### src/rtl/logic_unit_pkg.sv
// ============================================================================
// Module      : logic_unit_pkg
// Description : Shared types and constants for the logic_unit datapath leaf.
// Revision    : 1.0 - initial release
// ============================================================================
`default_nettype none

package logic_unit_pkg;

    typedef enum logic [1:0] {
        OP_AND  = 2'd0,
        OP_OR   = 2'd1,
        OP_XOR  = 2'd2,
        OP_PASS = 2'd3
    } op_e;

    localparam int OP_INV_BIT = 2;

    typedef enum logic [0:0] {
        IDLE = 1'b0,
        ACC  = 1'b1
    } acc_state_e;

endpackage

`default_nettype wire

### src/rtl/logic_unit_core.sv
// ============================================================================
// Module      : logic_unit_core
// Description : Combinational gate function. Normal path computes f(a, b);
//               fold path computes f(x, a). PASS always yields a.
// Revision    : 1.0 - initial release
// ============================================================================
`default_nettype none

module logic_unit_core
    import logic_unit_pkg::*;
#(
    parameter int WIDTH = 8
) (
    input  logic [WIDTH-1:0] i_x,
    input  logic [WIDTH-1:0] i_a,
    input  logic [WIDTH-1:0] i_b,
    input  logic             i_fold,
    input  logic [1:0]       i_op,
    output logic [WIDTH-1:0] o_f
);

    logic [WIDTH-1:0] w_lhs;
    logic [WIDTH-1:0] w_rhs;

    assign w_lhs = i_fold ? i_x : i_a;
    assign w_rhs = i_fold ? i_a : i_b;

    always_comb begin
        o_f = i_a;
        case (op_e'(i_op))
            OP_AND:  o_f = w_lhs & w_rhs;
            OP_OR:   o_f = w_lhs | w_rhs;
            OP_XOR:  o_f = w_lhs ^ w_rhs;
            OP_PASS: o_f = i_a;
            default: o_f = i_a;
        endcase
    end

endmodule

`default_nettype wire

### src/rtl/logic_unit.sv
// ============================================================================
// Module      : logic_unit
// Description : Registered bitwise logic unit with reduction flags and a
//               valid/ready output register. Define LOGIC_UNIT_ACCUM_EN to
//               enable multi-beat packet accumulation.
// Revision    : 1.0 - initial release
// ============================================================================
`default_nettype none

module logic_unit
    import logic_unit_pkg::*;
#(
    parameter int WIDTH = 8
) (
    input  logic             clk,
    input  logic             rst_n,
    input  logic             in_valid,
    output logic             in_ready,
    input  logic [2:0]       op,
    input  logic [WIDTH-1:0] a,
    input  logic [WIDTH-1:0] b,
    input  logic             in_first,
    input  logic             in_last,
    output logic             out_valid,
    input  logic             out_ready,
    output logic [WIDTH-1:0] y,
    output logic             red_and,
    output logic             red_or,
    output logic             red_xor
);

    logic             r_out_valid;
    logic [WIDTH-1:0] r_y;
    logic             r_red_and;
    logic             r_red_or;
    logic             r_red_xor;

    logic             w_accept;
    logic             w_load;
    logic [WIDTH-1:0] w_norm_f;
    logic [WIDTH-1:0] w_norm_y;
    logic [WIDTH-1:0] w_y_next;

    assign in_ready = !r_out_valid || out_ready;
    assign w_accept = in_valid && in_ready;

    logic_unit_core #(.WIDTH(WIDTH)) u_norm (
        .i_x    ('0),
        .i_a    (a),
        .i_b    (b),
        .i_fold (1'b0),
        .i_op   (op[1:0]),
        .o_f    (w_norm_f)
    );

    assign w_norm_y = op[OP_INV_BIT] ? ~w_norm_f : w_norm_f;

`ifdef LOGIC_UNIT_ACCUM_EN
    acc_state_e       r_state;
    acc_state_e       w_state_next;
    logic [WIDTH-1:0] r_acc;
    logic [2:0]       r_op;
    logic [WIDTH-1:0] w_fold;
    logic [WIDTH-1:0] w_acc_next;
    logic             w_start;

    logic_unit_core #(.WIDTH(WIDTH)) u_fold (
        .i_x    (r_acc),
        .i_a    (a),
        .i_b    (b),
        .i_fold (1'b1),
        .i_op   (r_op[1:0]),
        .o_f    (w_fold)
    );

    always_ff @(posedge clk or negedge rst_n) begin
        if (!rst_n) begin
            r_state <= IDLE;
        end else begin
            r_state <= w_state_next;
        end
    end

    always_comb begin
        w_state_next = r_state;
        if (w_accept) begin
            w_state_next = in_last ? IDLE : ACC;
        end
    end

    // A beat in IDLE or flagged in_first restarts the packet; a one-beat packet
    // behaves exactly like a normal-mode beat.
    always_comb begin
        w_start    = (r_state == IDLE) || in_first;
        w_load     = w_accept && in_last;
        w_acc_next = w_start ? a : w_fold;
        if (w_start) begin
            w_y_next = w_norm_y;
        end else begin
            w_y_next = r_op[OP_INV_BIT] ? ~w_fold : w_fold;
        end
    end

    always_ff @(posedge clk or negedge rst_n) begin
        if (!rst_n) begin
            r_acc <= '0;
            r_op  <= 3'b000;
        end else if (w_accept) begin
            r_acc <= w_acc_next;
            if (w_start) begin
                r_op <= op;
            end
        end
    end
`else
    logic w_unused;

    assign w_unused = in_first ^ in_last;
    assign w_load   = w_accept;
    assign w_y_next = w_norm_y;
`endif

    always_ff @(posedge clk or negedge rst_n) begin
        if (!rst_n) begin
            r_out_valid <= 1'b0;
            r_y         <= '0;
            r_red_and   <= 1'b0;
            r_red_or    <= 1'b0;
            r_red_xor   <= 1'b0;
        end else if (w_load) begin
            r_out_valid <= 1'b1;
            r_y         <= w_y_next;
            r_red_and   <= &w_y_next;
            r_red_or    <= |w_y_next;
            r_red_xor   <= ^w_y_next;
        end else if (out_ready) begin
            r_out_valid <= 1'b0;
        end
    end

    assign out_valid = r_out_valid;
    assign y         = r_y;
    assign red_and   = r_red_and;
    assign red_or    = r_red_or;
    assign red_xor   = r_red_xor;

endmodule

`default_nettype wire

### config.mk
export PLATFORM = sky130hd
export DESIGN_NAME = logic_unit
export DESIGN_NICKNAME = d
export VERILOG_FILES = /design/src/rtl/logic_unit_pkg.sv /design/src/rtl/logic_unit_core.sv /design/src/rtl/logic_unit.sv
export SDC_FILE = /design/constraint.sdc
export NUM_CORES = 1
export LEC_CHECK = 0
export CORE_UTILIZATION = 50
export CTS_CLUSTER_DIAMETER = 50
export CTS_CLUSTER_SIZE = 28
export DETAILED_ROUTE_END_ITERATION = 7
export HOLD_SLACK_MARGIN = 0.03
export PLACE_DENSITY = 0.89
export SYNTH_ARGS = -nofsm -noshare
export SYNTH_HDL_FRONTEND = slang
export SYNTH_SLANG_ARGS = --single-unit
### constraint.sdc
create_clock -name clk -period 2.15 [get_ports clk]
set_input_delay 0.43 -clock clk [delete_from_list [all_inputs] [get_ports clk]]
set_output_delay 0.43 -clock clk [all_outputs]
set_load 0.005 [all_outputs]
==> run metrics <==
Max Slew Vio Count 0; initial drt markers 27; Worst Setup End Kind flip-flop; drt first pass iters 5; synth warn 0; GPL Wtd Cong slightly below 0.8; Worst Path Arrival 2.30 ns; Routed wire per std cell 17.6 um; final net count 219; fmax between 400 and 500 MHz; crit path kind input port to flip-flop; Yosys cell types 25; post-synthesis xor/xnor area fraction 11.6%; compound-cell area share of the yosys netlist 2.26%; Synth Instances 112; clk_lat worst skew roughly 0.27 ns; initial core utilization 54.1%; endpoints failing hold 0; share of cells above drive strength 1 60.6%; synthesized flop and latch total 12; Congestion Overflow GR 0; Slew headroom approximately 65%; reg2reg setup slack 0.75 ns; synth-to-layout area growth 66.8%; Placeable Area between 0.002 and 0.0025 mm^2; mux share of post-synthesis cell area 21.5%; Worst Slack Setup Final approximately 0.0017 ns; clock buffer depth 2; final HPWL from detailed placement 2050 um; Final setup viols 0; post-route setup TNS 0 ns; syn nets 160; LEAKAGE 0.938 nW; Synth Area in Adders between 20% and 30%; vias in the first global route around 1.1k; critical path startpoint b[2]; initial antenna violation count 0; diodes inserted 0; final wirelength 3480 um; max_cap viols 0; clk sink count 12; worst r2r src out_valid; fill cell count 88; maximum vdd drop around 0.43 mV; syn avg cell area 10.9 um^2; Die X-Extent 51.4 um; worst-path maximum fanout 2; non-filler cells, final ~200; sequential area share after synthesis 24.6%; clk_skew 0.00187 ns; end of the critical path red_or; total CTS buffers 3; Worst Path Required 2.30 ns; synthesized cell area 0.00122 mm^2; Slowest-stage cell, CP mux4_2; largest family of logic cells by synthesized area adder cells; CP Cell Sequence buf_2 -> inv_4 -> ha_4 -> mux4_2 -> xnor2_2 -> inv_2 -> ha_4 -> and3_4 -> nand3_4 -> nor4_4 -> a211oi_1; min Tclk post-route 2.15 ns; height of the die 51.4 um; Vias per Instance 5.38; worst hold path type input port to asynchronous set/reset pin; Detail Route Antenna Nets 0; CP max stage delay 0.50 ns; most frequent cells in the layout buf_4, clkdlybuf4s50_1, buf_6, inv_2, dfrtp_1; DR vias 1065; H-tree lvl count 1; worst slack at placement -0.774 ns; CTS clk-pin slew, worst paths 0.07 ns; worst slew pin tran 0.527 ns; fin crit share around 100%; CTS tree done; commonest non-fill, non-tap cell in the layout buf_4; num rows 17; FF-to-FF End red_and; RSZ-0062 raised after global routing true; Boundary Pins 38; largest net degree at the start of global routing 13; drt drc 0; outcome finished, final reports clean; I/O Buffers 35; cell mode on critical path ha_4; CTS root buf clkbuf_4; placed cells approximately 190; power per standard cell area 543 mW/mm^2; die area 0.00264 mm^2; startpoint types input port; first-pass GRT wire length 4830 um; R2R depth 6; Simple-Gate Fraction of Synth Area 5.03%; Tot GR Track Use between 20% and 30%
[worst min-delay path by stage]
stage / start / end / slack [ns] / cells past startpoint
after floorplan: rst_n / out_valid / 0.13 / 0
after global placement: red_and / red_and / 0.46 / 2
after detailed placement: red_and / red_and / 0.48 / 2
after CTS: red_and / red_and / 0.50 / 2
after global routing: rst_n / y[6] / 0.53 / 1
final: rst_n / y[6] / 0.51 / 1
[cells in the mapped netlist]
cell type,count,area [um^2]
and2_0,1,6.26
nand2_1,4,15.0
inv_2,1,3.75
buf_1,1,3.75
mux2_1,2,22.5
buf_6,1,11.3
o21ai_0,2,10.0
nand2b_1,2,12.5
o21ai_1,1,5.00
ha_1,23,288
xnor2_1,5,43.8
dfrtp_1,12,300
a211oi_1,1,7.51
nor4_1,1,6.26
nand3_1,1,5.00
inv_1,30,113
xnor2_2,6,97.6
mux2_2,5,56.3
nand4_1,1,6.26
mux4_1,1,26.3
nor2_1,1,3.75
buf_4,1,7.51
and3_1,1,6.26
mux4_2,7,158
a21oi_1,1,5.00
[state kept, by name (all words and copies together) (netlist names)]
register,flops
red_and,1
red_or,1
y,8
out_valid,1
red_xor,1
[cell type report]
| class | instances | area [um^2] | area share (%) |
|---|---|---|---|
| multi-input combinational | 66 | 982 | 48.3 |
| timing repair buffer | 57 | 534 | 26.3 |
| sequential | 12 | 300 | 14.8 |
| inverter | 31 | 146 | 7.20 |
| clock buffer | 4 | 36.3 | 1.78 |
| tap | 28 | 35.0 | 1.72 |
[layer usage]
layer	routed length [um]	GRT usage [%]	part of all wire [%]	vias to the layer above
met5	0	0	0	-
met4	161	7.66	4.6	0
met3	176	1.79	5.1	24
met2	1960	50.2	56	61
met1	1180	25.1	34	504
li1	-	-	-	476
[where the power goes]
group	total, W	internal (W)	switching, W	leakage, nW
Combinational	0.000628	0.000374	0.000255	0.777
Sequential	0.000302	0.000275	0.0000270	0.140
Clock	0.000173	0.000103	0.0000705	0.0210
[cell families (layout without fill, tap and decap cells)]
kind of cell             count (synthesis)  in the layout
buffers and inverters                   34             92
adder cells (fa/ha/maj)                 23             23
multiplexers                            15             15
flip-flops                              12             12
AND/OR/NAND/NOR                         12             12
XOR/XNOR                                11             11
AO/OA/AOI/OAI                            5              5
[repair_timing]
item	CTS	global route
pin swaps	19	22
buffers inserted	4	1
gates cloned	0	0
endpoints found under the setup margin	4	3
hold buffers	0	0
resized for setup	62	69
[critical path: cells and delay by family]
kind | cells | cell delay, ns
adder cells (fa/ha/maj) | 2 | 0.35
XOR/XNOR | 1 | 0.17
multiplexers | 1 | 0.50
AND/OR/NAND/NOR | 3 | 0.51
buffers and inverters | 3 | 0.25
AO/OA/AOI/OAI | 1 | 0.08
[stage by stage]
step / hold WS [ns] / total power [W] / cell area (um^2) / util, %
global placement: 0.462 / 0.000778 / 1790 / 79.5
detailed placement: 0.480 / 0.000803 / 1790 / 79.5
CTS: 0.503 / 0.00101 / 1910 / 84.7
floorplan: 0.134 / 0.000556 / 1300 / -
global route: 0.530 / 0.00117 / 2030 / 90.2
finish: 0.506 / 0.00110 / 2030 / 90.2
No activity file was read; power rests on OpenSTA's default activity.
